File: config.mk
export PLATFORM = sky130hd
export DESIGN_NAME = fp_mul_pipe
export DESIGN_NICKNAME = d
export VERILOG_FILES = /design/src/rtl/fp_pkg.sv /design/src/rtl/fp_round_pack.sv /design/src/rtl/fp_mul_pipe.sv
export SDC_FILE = /design/constraint.sdc
export NUM_CORES = 2
export LEC_CHECK = 0
export ABC_AREA = 1
export CAP_MARGIN = 20
export CORE_AREA = 2 2 233 235
export CTS_CLUSTER_SIZE = 24
export DETAILED_ROUTE_END_ITERATION = 8
export DIE_AREA = 0 0 235 237
export HOLD_SLACK_MARGIN = 0.15
export PLACE_DENSITY = 0.67
export SLEW_MARGIN = 5
export SYNTH_ARGS = -nofsm -noshare
export SYNTH_HDL_FRONTEND = slang
export SYNTH_SLANG_ARGS = --single-unit
File: constraint.sdc
create_clock -name clk -period 8.9 [get_ports clk]
set_clock_uncertainty 0.2 [all_clocks]
set_input_delay 0.89 -clock clk [delete_from_list [all_inputs] [get_ports clk]]
set_output_delay 0.89 -clock clk [all_outputs]
set_load 0.01 [all_outputs]
File: src/rtl/fp_pkg.sv
// Shared definitions for the pipelined floating-point multiplier:
// default format widths, exponent bias, canonical quiet NaN,
// operand classes and flag bit positions.
package fp_pkg;

    localparam int DEF_EXP_W = 8;
    localparam int DEF_MAN_W = 23;

    // Canonical quiet NaN for the default 32-bit format
    localparam logic [31:0] CANON_NAN = 32'h7FC0_0000;

    // Bit positions inside the 4-bit flags word {invalid, overflow, underflow, inexact}
    localparam int FLAG_INEXACT   = 0;
    localparam int FLAG_UNDERFLOW = 1;
    localparam int FLAG_OVERFLOW  = 2;
    localparam int FLAG_INVALID   = 3;

    typedef enum logic [1:0] {
        ZERO   = 2'd0,
        NORMAL = 2'd1,
        INF    = 2'd2,
        NAN    = 2'd3
    } fp_class_e;

    // Exponent bias for an exponent field of exp_w bits
    function automatic int fp_bias(input int exp_w);
        return (1 << (exp_w - 1)) - 1;
    endfunction

endpackage

File: src/rtl/fp_round_pack.sv
// Final stage of the multiplier: rounds a normalised fraction with its
// guard/round/sticky bits and packs sign/exponent/fraction into a word.
// Rounding mode: FP_MUL_RNE_EN defined -> round to nearest, ties to even;
// undefined -> truncate toward zero.
module fp_round_pack
    import fp_pkg::*;
#(
    parameter int EXP_W = DEF_EXP_W,
    parameter int MAN_W = DEF_MAN_W
) (
    input  logic                     i_sign,
    input  logic signed [EXP_W+1:0]  i_exp,
    input  logic [MAN_W-1:0]         i_frac,
    input  logic                     i_guard,
    input  logic                     i_round,
    input  logic                     i_sticky,
    output logic [EXP_W+MAN_W:0]     o_word,
    output logic                     o_inexact,
    output logic                     o_overflow
);

    localparam int XW = EXP_W + 2;
    localparam logic [EXP_W-1:0] EXP_ONES = '1;

    // Infinity with the given sign, used when the exponent saturates
    function automatic logic [EXP_W+MAN_W:0] inf_word(input logic sign);
        return {sign, EXP_ONES, {MAN_W{1'b0}}};
    endfunction

    logic                 w_up;
    logic [MAN_W:0]       w_frac_r;
    logic signed [XW-1:0] w_exp_f;

    // Round increment decision for the selected rounding mode
    always_comb begin
`ifdef FP_MUL_RNE_EN
        w_up = i_guard & (i_round | i_sticky | i_frac[0]);
`else
        w_up = 1'b0;
`endif
    end

    // Apply the increment; a carry out of the fraction means 1.111.. rolled
    // over to 10.000.., so the exponent steps up and the fraction is zero.
    always_comb begin
        w_frac_r   = {1'b0, i_frac} + {{MAN_W{1'b0}}, w_up};
        w_exp_f    = i_exp + $signed({{(XW-1){1'b0}}, w_frac_r[MAN_W]});
        o_overflow = (w_exp_f >= $signed({2'b00, EXP_ONES}));
        o_inexact  = i_guard | i_round | i_sticky | o_overflow;
        if (o_overflow) begin
            o_word = inf_word(i_sign);
        end else begin
            o_word = {i_sign, w_exp_f[EXP_W-1:0], w_frac_r[MAN_W-1:0]};
        end
    end

endmodule

File: src/rtl/fp_mul_pipe.sv
// Three-stage pipelined IEEE-754 style multiplier with a global stall.
//   stage 1: unpack, classify, mantissa product, exponent sum
//   stage 2: normalise, guard/round/sticky extraction, underflow flush
//   stage 3: round and pack (fp_round_pack), special-case selection
// Optional macro FP_MUL_RNE_EN selects round-to-nearest-even; without it
// results are truncated toward zero with the same latency.
module fp_mul_pipe
    import fp_pkg::*;
#(
    parameter int EXP_W = DEF_EXP_W,
    parameter int MAN_W = DEF_MAN_W
) (
    input  logic                   clk,
    input  logic                   rst,
    input  logic                   in_valid,
    output logic                   in_ready,
    input  logic [EXP_W+MAN_W:0]   a,
    input  logic [EXP_W+MAN_W:0]   b,
    output logic                   out_valid,
    input  logic                   out_ready,
    output logic [EXP_W+MAN_W:0]   result,
    output logic [3:0]             flags
);

    localparam int W  = 1 + EXP_W + MAN_W;
    localparam int PW = 2 * MAN_W + 2;
    localparam int XW = EXP_W + 2;
    localparam logic signed [XW-1:0] BIAS_X   = XW'(fp_bias(EXP_W));
    localparam logic [EXP_W-1:0]     EXP_ONES = '1;
    localparam logic [W-1:0]         QNAN     = {1'b0, EXP_ONES, 1'b1, {(MAN_W-1){1'b0}}};

    // Subnormals (exponent 0) are treated as zero
    function automatic fp_class_e classify(input logic [EXP_W-1:0] e,
                                           input logic [MAN_W-1:0] f);
        if (e == '0) begin
            return ZERO;
        end else if (e == EXP_ONES) begin
            if (f == '0) return INF;
            else         return NAN;
        end else begin
            return NORMAL;
        end
    endfunction

    logic                 w_adv;
    logic [EXP_W-1:0]     w_a_exp, w_b_exp;
    logic [MAN_W-1:0]     w_a_frac, w_b_frac;
    fp_class_e            w_a_cls, w_b_cls, w_cls_s1;
    logic [PW-1:0]        w_prod;
    logic signed [XW-1:0] w_esum;

    logic                 r_vld_p1, r_vld_p2, r_vld_p3;

    logic                 r_sign_p1;
    fp_class_e            r_cls_p1;
    logic [PW-1:0]        r_prod_p1;
    logic signed [XW-1:0] r_exp_p1;

    logic                 w_msb;
    logic [MAN_W-1:0]     w_frac_s2;
    logic                 w_g_s2, w_r_s2, w_s_s2;
    logic signed [XW-1:0] w_exp_s2;
    logic                 w_uf_s2;
    fp_class_e            w_cls_s2;

    logic                 r_sign_p2;
    fp_class_e            r_cls_p2;
    logic                 r_uf_p2;
    logic signed [XW-1:0] r_exp_p2;
    logic [MAN_W-1:0]     r_frac_p2;
    logic                 r_g_p2, r_r_p2, r_s_p2;

    logic [W-1:0]         w_rp_word;
    logic                 w_rp_inexact, w_rp_overflow;
    logic [W-1:0]         w_res_s3;
    logic [3:0]           w_flags_s3;

    logic [W-1:0]         r_result_p3;
    logic [3:0]           r_flags_p3;

    assign w_adv     = !r_vld_p3 || out_ready;
    assign in_ready  = w_adv;
    assign out_valid = r_vld_p3;
    assign result    = r_result_p3;
    assign flags     = r_flags_p3;

    // Stage 1 datapath: field split, classification, product and exponent sum
    always_comb begin
        w_a_exp  = a[W-2:MAN_W];
        w_b_exp  = b[W-2:MAN_W];
        w_a_frac = a[MAN_W-1:0];
        w_b_frac = b[MAN_W-1:0];
        w_a_cls  = classify(w_a_exp, w_a_frac);
        w_b_cls  = classify(w_b_exp, w_b_frac);
        w_prod   = {{(MAN_W+1){1'b0}}, 1'b1, w_a_frac} * {{(MAN_W+1){1'b0}}, 1'b1, w_b_frac};
        w_esum   = $signed({2'b00, w_a_exp}) + $signed({2'b00, w_b_exp}) - BIAS_X;
        w_cls_s1 = NORMAL;
        if (w_a_cls == NAN || w_b_cls == NAN ||
            (w_a_cls == INF && w_b_cls == ZERO) ||
            (w_a_cls == ZERO && w_b_cls == INF)) begin
            w_cls_s1 = NAN;
        end else if (w_a_cls == INF || w_b_cls == INF) begin
            w_cls_s1 = INF;
        end else if (w_a_cls == ZERO || w_b_cls == ZERO) begin
            w_cls_s1 = ZERO;
        end
    end

    // Valid bits move with the global advance; reset drops everything in flight
    always_ff @(posedge clk) begin
        if (rst) begin
            r_vld_p1 <= 1'b0;
            r_vld_p2 <= 1'b0;
            r_vld_p3 <= 1'b0;
        end else if (w_adv) begin
            r_vld_p1 <= in_valid;
            r_vld_p2 <= r_vld_p1;
            r_vld_p3 <= r_vld_p2;
        end
    end

    // ---- stage 1 / stage 2 boundary ----
    always_ff @(posedge clk) begin
        if (w_adv) begin
            r_sign_p1 <= a[W-1] ^ b[W-1];
            r_cls_p1  <= w_cls_s1;
            r_prod_p1 <= w_prod;
            r_exp_p1  <= w_esum;
        end
    end

    // Stage 2 datapath: product in [1,4); shift right once when it is >= 2
    always_comb begin
        w_msb = r_prod_p1[PW-1];
        if (w_msb) begin
            w_frac_s2 = r_prod_p1[PW-2:MAN_W+1];
            w_g_s2    = r_prod_p1[MAN_W];
            w_r_s2    = r_prod_p1[MAN_W-1];
            w_s_s2    = |r_prod_p1[MAN_W-2:0];
        end else begin
            w_frac_s2 = r_prod_p1[PW-3:MAN_W];
            w_g_s2    = r_prod_p1[MAN_W-1];
            w_r_s2    = r_prod_p1[MAN_W-2];
            w_s_s2    = |r_prod_p1[MAN_W-3:0];
        end
        w_exp_s2 = r_exp_p1 + $signed({{(XW-1){1'b0}}, w_msb});
        w_uf_s2  = (r_cls_p1 == NORMAL) && (w_exp_s2[XW-1] || (w_exp_s2 == '0));
        w_cls_s2 = w_uf_s2 ? ZERO : r_cls_p1;
    end

    // ---- stage 2 / stage 3 boundary ----
    always_ff @(posedge clk) begin
        if (w_adv) begin
            r_sign_p2 <= r_sign_p1;
            r_cls_p2  <= w_cls_s2;
            r_uf_p2   <= w_uf_s2;
            r_exp_p2  <= w_exp_s2;
            r_frac_p2 <= w_frac_s2;
            r_g_p2    <= w_g_s2;
            r_r_p2    <= w_r_s2;
            r_s_p2    <= w_s_s2;
        end
    end

    fp_round_pack #(
        .EXP_W (EXP_W),
        .MAN_W (MAN_W)
    ) u_round_pack (
        .i_sign     (r_sign_p2),
        .i_exp      (r_exp_p2),
        .i_frac     (r_frac_p2),
        .i_guard    (r_g_p2),
        .i_round    (r_r_p2),
        .i_sticky   (r_s_p2),
        .o_word     (w_rp_word),
        .o_inexact  (w_rp_inexact),
        .o_overflow (w_rp_overflow)
    );

    // Stage 3 selection: special classes override the rounded word
    always_comb begin
        w_res_s3   = w_rp_word;
        w_flags_s3 = 4'b0000;
        case (r_cls_p2)
            NAN: begin
                w_res_s3                 = QNAN;
                w_flags_s3[FLAG_INVALID] = 1'b1;
            end
            INF: begin
                w_res_s3 = {r_sign_p2, EXP_ONES, {MAN_W{1'b0}}};
            end
            ZERO: begin
                w_res_s3                   = {r_sign_p2, {(W-1){1'b0}}};
                w_flags_s3[FLAG_UNDERFLOW] = r_uf_p2;
                w_flags_s3[FLAG_INEXACT]   = r_uf_p2;
            end
            default: begin
                w_res_s3                  = w_rp_word;
                w_flags_s3[FLAG_OVERFLOW] = w_rp_overflow;
                w_flags_s3[FLAG_INEXACT]  = w_rp_inexact;
            end
        endcase
    end

    // ---- stage 3 / output boundary ----
    always_ff @(posedge clk) begin
        if (rst) begin
            r_result_p3 <= '0;
            r_flags_p3  <= '0;
        end else if (w_adv) begin
            r_result_p3 <= w_res_s3;
            r_flags_p3  <= w_flags_s3;
        end
    end

endmodule

# Yosys cells after proc, flatten, opt, wreduce, memory -nomap -nowiden
# Cells that the tools add are included.
[totals]
output_inout_bits = 38
reg_bits = 140
in_bits = 68
[classes]
reduce_logical = 24
n_mux = 18
addsub = 3
n_eq_ne = 9
bitwise = 4
n_lt_le_gt_ge = 1
mul = 1
[ops]
columns = ["cell", "n"]
rows = [
  ["$pmux W32 S3", 1],
  ["$mul A24 B24 Y48", 1],
  ["$logic_not A23 Y1", 2],
  ["$mux W31", 1],
  ["$mux W23", 1],
  ["$reduce_or A22 Y1", 1],
  ["$reduce_or A21 Y1", 1],
  ["$eq A8 B8 Y1 const B", 2],
  ["$logic_not A8 Y1", 2],
  ["$eq A2 B2 Y1 const B", 6],
  ["$add A10 B2 Y10", 1],
  ["$ge A10 B9 Y1 const B", 1],
  ["$logic_not A10 Y1", 1],
  ["$mux W1", 10],
  ["$sub A9 B7 Y10 const B", 1],
  ["$add A8 B8 Y9", 1],
  ["$mux W2", 4],
  ["$logic_or A1 B1 Y1", 7],
  ["$logic_not A2 Y1", 3],
  ["$reduce_or A2 Y1", 2],
  ["$logic_and A1 B1 Y1", 3],
  ["$or A1 B1 Y1", 3],
  ["$reduce_or A3 Y1", 1],
  ["$eq A2 B1 Y1 const B", 1],
  ["other kinds (3)", 3],
]

# Depth between registers and ports, before layout
[depth]
word_depth = 9
mapped_depth = 30
ltp_nobuf = 28

# By module
# A second synthesis with hierarchy kept.
[unflattened]
hier_cells = 3409
hier_area_um2 = 26346.5
[by_module_without_submodules]
columns = ["module", "seq_area_each_um2", "cells_each", "instances", "area_per_inst_um2"]
rows = [
  ["fp_mul_pipe", 3813.7, 3328, 1, 25979.9],
  ["fp_round_pack", 0.0, 81, 1, 366.6],
]

# Worst setup path after synthesis
# Ideal clock, no wire load.
[synth_path]
path_kind = "input to register"
from = "input port b[3]"
to = "register r_prod_p1[42] (data pin)"
setup_ns = 0.252
slack_ns = 2.141
stages = 27
arrival_ns = 6.306
cell_sequence = "clkbuf_1 clkbuf_1 nand2_1 fa_1 inv_1 fa_1 inv_1 fa_1 inv_1 fa_1 inv_1 fa_1 inv_1 fa_1 inv_1 fa_1 inv_1 ha_1 nand2_1 nor2_2 nand2_1 nor2_1 nand2_1 nand3_2 nand2_1 nand3_1 nand2_1"
[synth_between]
elab_chain_len = 1
[synth_rtl]
columns = ["element", "line_no", "source"]
rows = [
  ["from (decl)", "fp_mul_pipe.sv:18", "input logic [EXP_W+MAN_W:0] b,"],
  ["$mul A24 B24 Y48", "fp_mul_pipe.sv:95", "w_prod = {{(MAN_W+1){1'b0}}, 1'b1, w_a_frac} * {{(MAN_W+1){1'b0}}, 1'b1, w_b_frac};"],
  ["net w_prod[42]", "fp_mul_pipe.sv:49", "logic [PW-1:0] w_prod;"],
  ["to (signal assigned)", "fp_mul_pipe.sv:127", "r_prod_p1 <= w_prod;"],
  ["to (decl)", "fp_mul_pipe.sv:56", "logic [PW-1:0] r_prod_p1;"],
]
# The timed path passes the listed nets, and every way through them passes these cells.
# A chain may end at the register's enable or synchronous reset.

# Worst setup path after layout
[layout_path]
from = "input port a[20]"
to = "register r_prod_p1[47] (data pin)"
[layout_between]
elab_chain_len = 1
[layout_rtl]
columns = ["element", "line_no", "source"]
rows = [
  ["from (decl)", "fp_mul_pipe.sv:17", "input logic [EXP_W+MAN_W:0] a,"],
  ["$mul A24 B24 Y48", "fp_mul_pipe.sv:95", ""],
  ["net w_prod[47]", "fp_mul_pipe.sv:49", ""],
]
# The timed path passes the listed nets, and every way through them passes these cells.

==> flow_summary.html <==
<table>
<tr><th>Metric</th><th>Value</th></tr>
<tr><th colspan="2">Outcome</th></tr>
<tr><td>Result of the run</td><td>finished clean</td></tr>
<tr><th colspan="2">Clock tree</th></tr>
<tr><td>TritonCTS clock tree</td><td>done</td></tr>
<tr><td>Count of buffers added by post-CTS timing repair for setup</td><td>0</td></tr>
<tr><td>Clock root buffer</td><td>sky130_fd_sc_hd__clkbuf_16</td></tr>
<tr><td>Sink count of the clock tree</td><td>140</td></tr>
<tr><td>Hold_buf cts</td><td>0</td></tr>
<tr><td>Maximum level of the CTS H-tree</td><td>4</td></tr>
<tr><td>Cells resized by post-CTS repair</td><td>0</td></tr>
<tr><td>CTS buffer count</td><td>17</td></tr>
<tr><td>Insertion delay to the later sink of the worst-skew pair</td><td>0.43 ns</td></tr>
<tr><td>Worst-case clock buffer depth</td><td>2</td></tr>
<tr><td>CTS clock-pin slew for the worst setup and hold paths</td><td>0.06 ns</td></tr>
<tr><th colspan="2">STA</th></tr>
<tr><td>Post-route worst setup slack</td><td>1.30 ns</td></tr>
<tr><td>Minimum clock period</td><td>7.60 ns</td></tr>
<tr><td>Highest attainable clock frequency</td><td>132 MHz</td></tr>
<tr><td>Number of hold-slack violations in the final timing report</td><td>0</td></tr>
<tr><td>Number of setup violations in the final report</td><td>0</td></tr>
<tr><td>Total Negative Setup Slacks</td><td>0 ns</td></tr>
<tr><td>Count of pins over their slew limit</td><td>0</td></tr>
<tr><td>Part of the cycle the worst path needs</td><td>0.854</td></tr>
<tr><td>Setup repair after global routing missed its margin</td><td>no</td></tr>
<tr><td>Max-Slew Margin vs Limit</td><td>0.311</td></tr>
<tr><td>Pin slew with the least headroom to its limit</td><td>1.03 ns</td></tr>
<tr><th colspan="2">Logic synthesis</th></tr>
<tr><td>Sequential element share of the synthesized area</td><td>0.144</td></tr>
<tr><td>Synth top area share</td><td>0.366</td></tr>
<tr><td>Count of different cell masters after synthesis</td><td>39</td></tr>
<tr><td>Most frequent cells after synthesis</td><td>1053 x sky130_fd_sc_hd__inv_1, 1018 x sky130_fd_sc_hd__nand2_1, 483 x sky130_fd_sc_hd__fa_1, 190 x sky130_fd_sc_hd__ha_1, 113 x sky130_fd_sc_hd__clkbuf_1</td></tr>
<tr><td>Syn_nets</td><td>4171</td></tr>
<tr><td>Ys flop type</td><td>sky130_fd_sc_hd__edfxtp_1</td></tr>
<tr><td>Top cell type by total area after synthesis</td><td>sky130_fd_sc_hd__fa_1</td></tr>
<tr><td>Number of register bits inferred by synthesis</td><td>140</td></tr>
<tr><td>Leading post-synthesis cells by cell area</td><td>sky130_fd_sc_hd__fa_1 37%, sky130_fd_sc_hd__inv_1 15%, sky130_fd_sc_hd__nand2_1 14%, sky130_fd_sc_hd__edfxtp_1 11%, sky130_fd_sc_hd__ha_1 9.0%</td></tr>
<tr><td>Number of enable-type register cells in the synthesized netlist</td><td>101</td></tr>
<tr><td>Mean instance size in the synthesized netlist</td><td>7.69 um^2</td></tr>
<tr><td>Library cell with the highest instance count after synthesis</td><td>sky130_fd_sc_hd__inv_1</td></tr>
<tr><td>Warning count from the yosys run</td><td>0</td></tr>
<tr><td>Number of instances in the synthesized netlist</td><td>3430</td></tr>
<tr><td>Fraction of registers with async set or reset after synthesis</td><td>0</td></tr>
<tr><td>Summed instance area of the synthesized netlist</td><td>26400 um^2</td></tr>
<tr><th colspan="2">Global route</th></tr>
<tr><td>First-pass GRT wire length</td><td>113 mm</td></tr>
<tr><td>Vias in the first global route</td><td>21900</td></tr>
<tr><td>All-Layer GR Usage</td><td>0.256</td></tr>
<tr><td>Largest net degree at the start of global routing</td><td>87</td></tr>
<tr><td>Number of antenna violations at the first check in global routing</td><td>1</td></tr>
<tr><td>Overflow after GRT</td><td>0</td></tr>
<tr><th colspan="2">Route</th></tr>
<tr><td>Mean routed wirelength per cell</td><td>16.0 um</td></tr>
<tr><td>Routed WL</td><td>67.5 mm</td></tr>
<tr><td>Post-DRT Antenna Nets</td><td>0</td></tr>
<tr><td>Drt pass-1 iters</td><td>5</td></tr>
<tr><td>Iteration-0 DRC Markers</td><td>1329</td></tr>
<tr><td>DR DRC count</td><td>0</td></tr>
<tr><td>Routed vias</td><td>20600</td></tr>
<tr><td>Via count normalized by instance count</td><td>4.88</td></tr>
<tr><th colspan="2">Flow run</th></tr>
<tr><td>Maximum capacitance violations</td><td>0</td></tr>
<tr><th colspan="2">Place</th></tr>
<tr><td>Last weighted congestion value of the routability-driven placer</td><td>0.937</td></tr>
<tr><td>Detail Placement HPWL</td><td>56.2 mm</td></tr>
<tr><td>Quantity of I/O buffers inserted on ports</td><td>105</td></tr>
<tr><td>Worst slack, placed</td><td>0.864 ns</td></tr>
<tr><td>Count of placed standard cells including taps</td><td>4177</td></tr>
<tr><th colspan="2">Critical path</th></tr>
<tr><td>Crit. End Element</td><td>register</td></tr>
<tr><td>Worst setup path category</td><td>in -&gt; reg</td></tr>
<tr><td>Top fanout value on the critical path</td><td>12</td></tr>
<tr><td>Max incr delay on CP</td><td>0.97 ns</td></tr>
<tr><td>Critical path launch point type</td><td>input pin</td></tr>
<tr><td>Worst-case register-to-register setup slack</td><td>6.13 ns</td></tr>
<tr><td>Count of buffer and inverter cells on the critical path</td><td>8</td></tr>
<tr><td>Endpoint arrival time on the critical path</td><td>7.58 ns</td></tr>
<tr><td>Required time worst endpoint</td><td>8.88 ns</td></tr>
<tr><td>Crit path max-delay cell type</td><td>sky130_fd_sc_hd__clkdlybuf4s50_1</td></tr>
<tr><td>Cell type group with the largest total delay on the critical path</td><td>adder cells</td></tr>
<tr><td>Cell type with the highest occurrence count on the critical path</td><td>sky130_fd_sc_hd__fa_1</td></tr>
<tr><th colspan="2">Worst hold path</th></tr>
<tr><td>Class of the most critical hold timing path</td><td>reg -&gt; reg</td></tr>
<tr><th colspan="2">Finish</th></tr>
<tr><td>Number of nets in the layout</td><td>4242</td></tr>
<tr><td>Fraction of layout cells with a size suffix above 1</td><td>0.0424</td></tr>
<tr><td>Non-filler cells, final</td><td>4212</td></tr>
<tr><td>Area grow syn2layout</td><td>9.75%</td></tr>
<tr><th colspan="2">Die</th></tr>
<tr><td>Core area</td><td>53300 um^2</td></tr>
<tr><td>Top-Level Pins</td><td>106</td></tr>
<tr><td>Die span in y</td><td>237 um</td></tr>
<tr><td>Effective utilization at floorplan</td><td>0.495</td></tr>
<tr><td>Num rows</td><td>85</td></tr>
<tr><td>Die X-Extent</td><td>235 um</td></tr>
<tr><td>Die Area</td><td>55700 um^2</td></tr>
</table>
area by class of cell:
cell class,count,area [um^2]
clock buffers,22,485
fillers,5022,24300
diodes,2,5.00
repair buffers,169,1550
well taps,696,871
clock inverters,10,101
multi-input cells,2111,18100
flip-flops and latches,140,3810
inverters,1062,3990
registers in the layout, summed over array words and instances, names as in the netlist:
name	count
r_r_p2	1
result	32
r_vld_p1	1
r_g_p2	1
r_sign_p1	1
r_cls_p2	2
r_sign_p2	1
flags	4
r_uf_p2	1
r_prod_p1	48
r_exp_p2	10
out_valid	1
r_s_p2	1
r_exp_p1	10
r_frac_p2	23
r_cls_p1	2
r_vld_p2	1
cells by family (layout without fill, tap and decap cells):
family                     Yosys count  after routing  share of synthesized area
adders and majority gates          673            673                      0.456
buffers and inverters             1179           1263                      0.168
AOI/OAI and AO/OA                  112            112                     0.0227
xor gates and xnor gates            33             33                     0.0110
other                                0              2                          0
and+or+nand+nor                   1293           1293                      0.197
DFF                                140            140                      0.144
worst reg2reg max path: stages, from the launching register on:
cell and delay, ns:
sky130_fd_sc_hd__edfxtp_1 0.88, sky130_fd_sc_hd__ha_1 0.36, sky130_fd_sc_hd__ha_1 0.22, sky130_fd_sc_hd__nand3_1 0.10, sky130_fd_sc_hd__nor2_1 0.17, sky130_fd_sc_hd__nand2_1 0.07, sky130_fd_sc_hd__nand2_1 0.11, sky130_fd_sc_hd__nand2_1 0.07
sky130_fd_sc_hd__nor2_1 0.09, sky130_fd_sc_hd__nand3_1 0.07, sky130_fd_sc_hd__nand2_1 0.11, sky130_fd_sc_hd__a21oi_1 0.08
routing by layer:
metal / global-route usage / part of all wire
met4: 0.0813 / 0.031
met3: 0.0435 / 0.071
met1: 0.326 / 0.41
met5: 0 / 0
met2: 0.445 / 0.49
through the flow:
step | instance area [um^2] | util | hold slack, ns
after floorplan | 26400 | - | 0.200
after global placement | 28300 | 0.532 | 0.212
after detailed placement | 28300 | 0.532 | 0.208
after CTS | 28900 | 0.543 | 0.222
after global routing | 29000 | 0.544 | 0.223
final | 29000 | 0.544 | 0.219
placed cells by master (no fill, tap or decap), drive strengths merged:
cell type and n:
ha 190, nor3 10, nor2 131, bufinv 1, nand3b 1, a31oi 11, nor4 7, diode 2
a221oi 1, or2 5, nand3 78, inv 1067, a21oi 62, edfxtp 101, a21o 2, nand2 1033
o211ai 1, nand4 24, o21bai 5, fa 483, dfxtp 39, nand2b 1, nor2b 1, buf 64
clkdlybuf4s50 105, and2 2, clkinv 3, o21ai 30, clkbuf 22, xor2 29, xnor2 4, clkinvlp 1
final timing paths:
| check | endpoint | cells after the start | from |
|---|---|---|---|
| max | r_prod_p1[47] | 25 | a[20] |
| min | r_sign_p2 | 0 | r_sign_p1 |
| max reg2reg | r_cls_p2[0] | 11 | r_prod_p1[47] |
| min reg2reg | r_sign_p2 | 0 | r_sign_p1 |
Power is left out: the tool's default activity adds up to more than one toggle a clock period on the data nets, which glitch-free logic cannot reach.
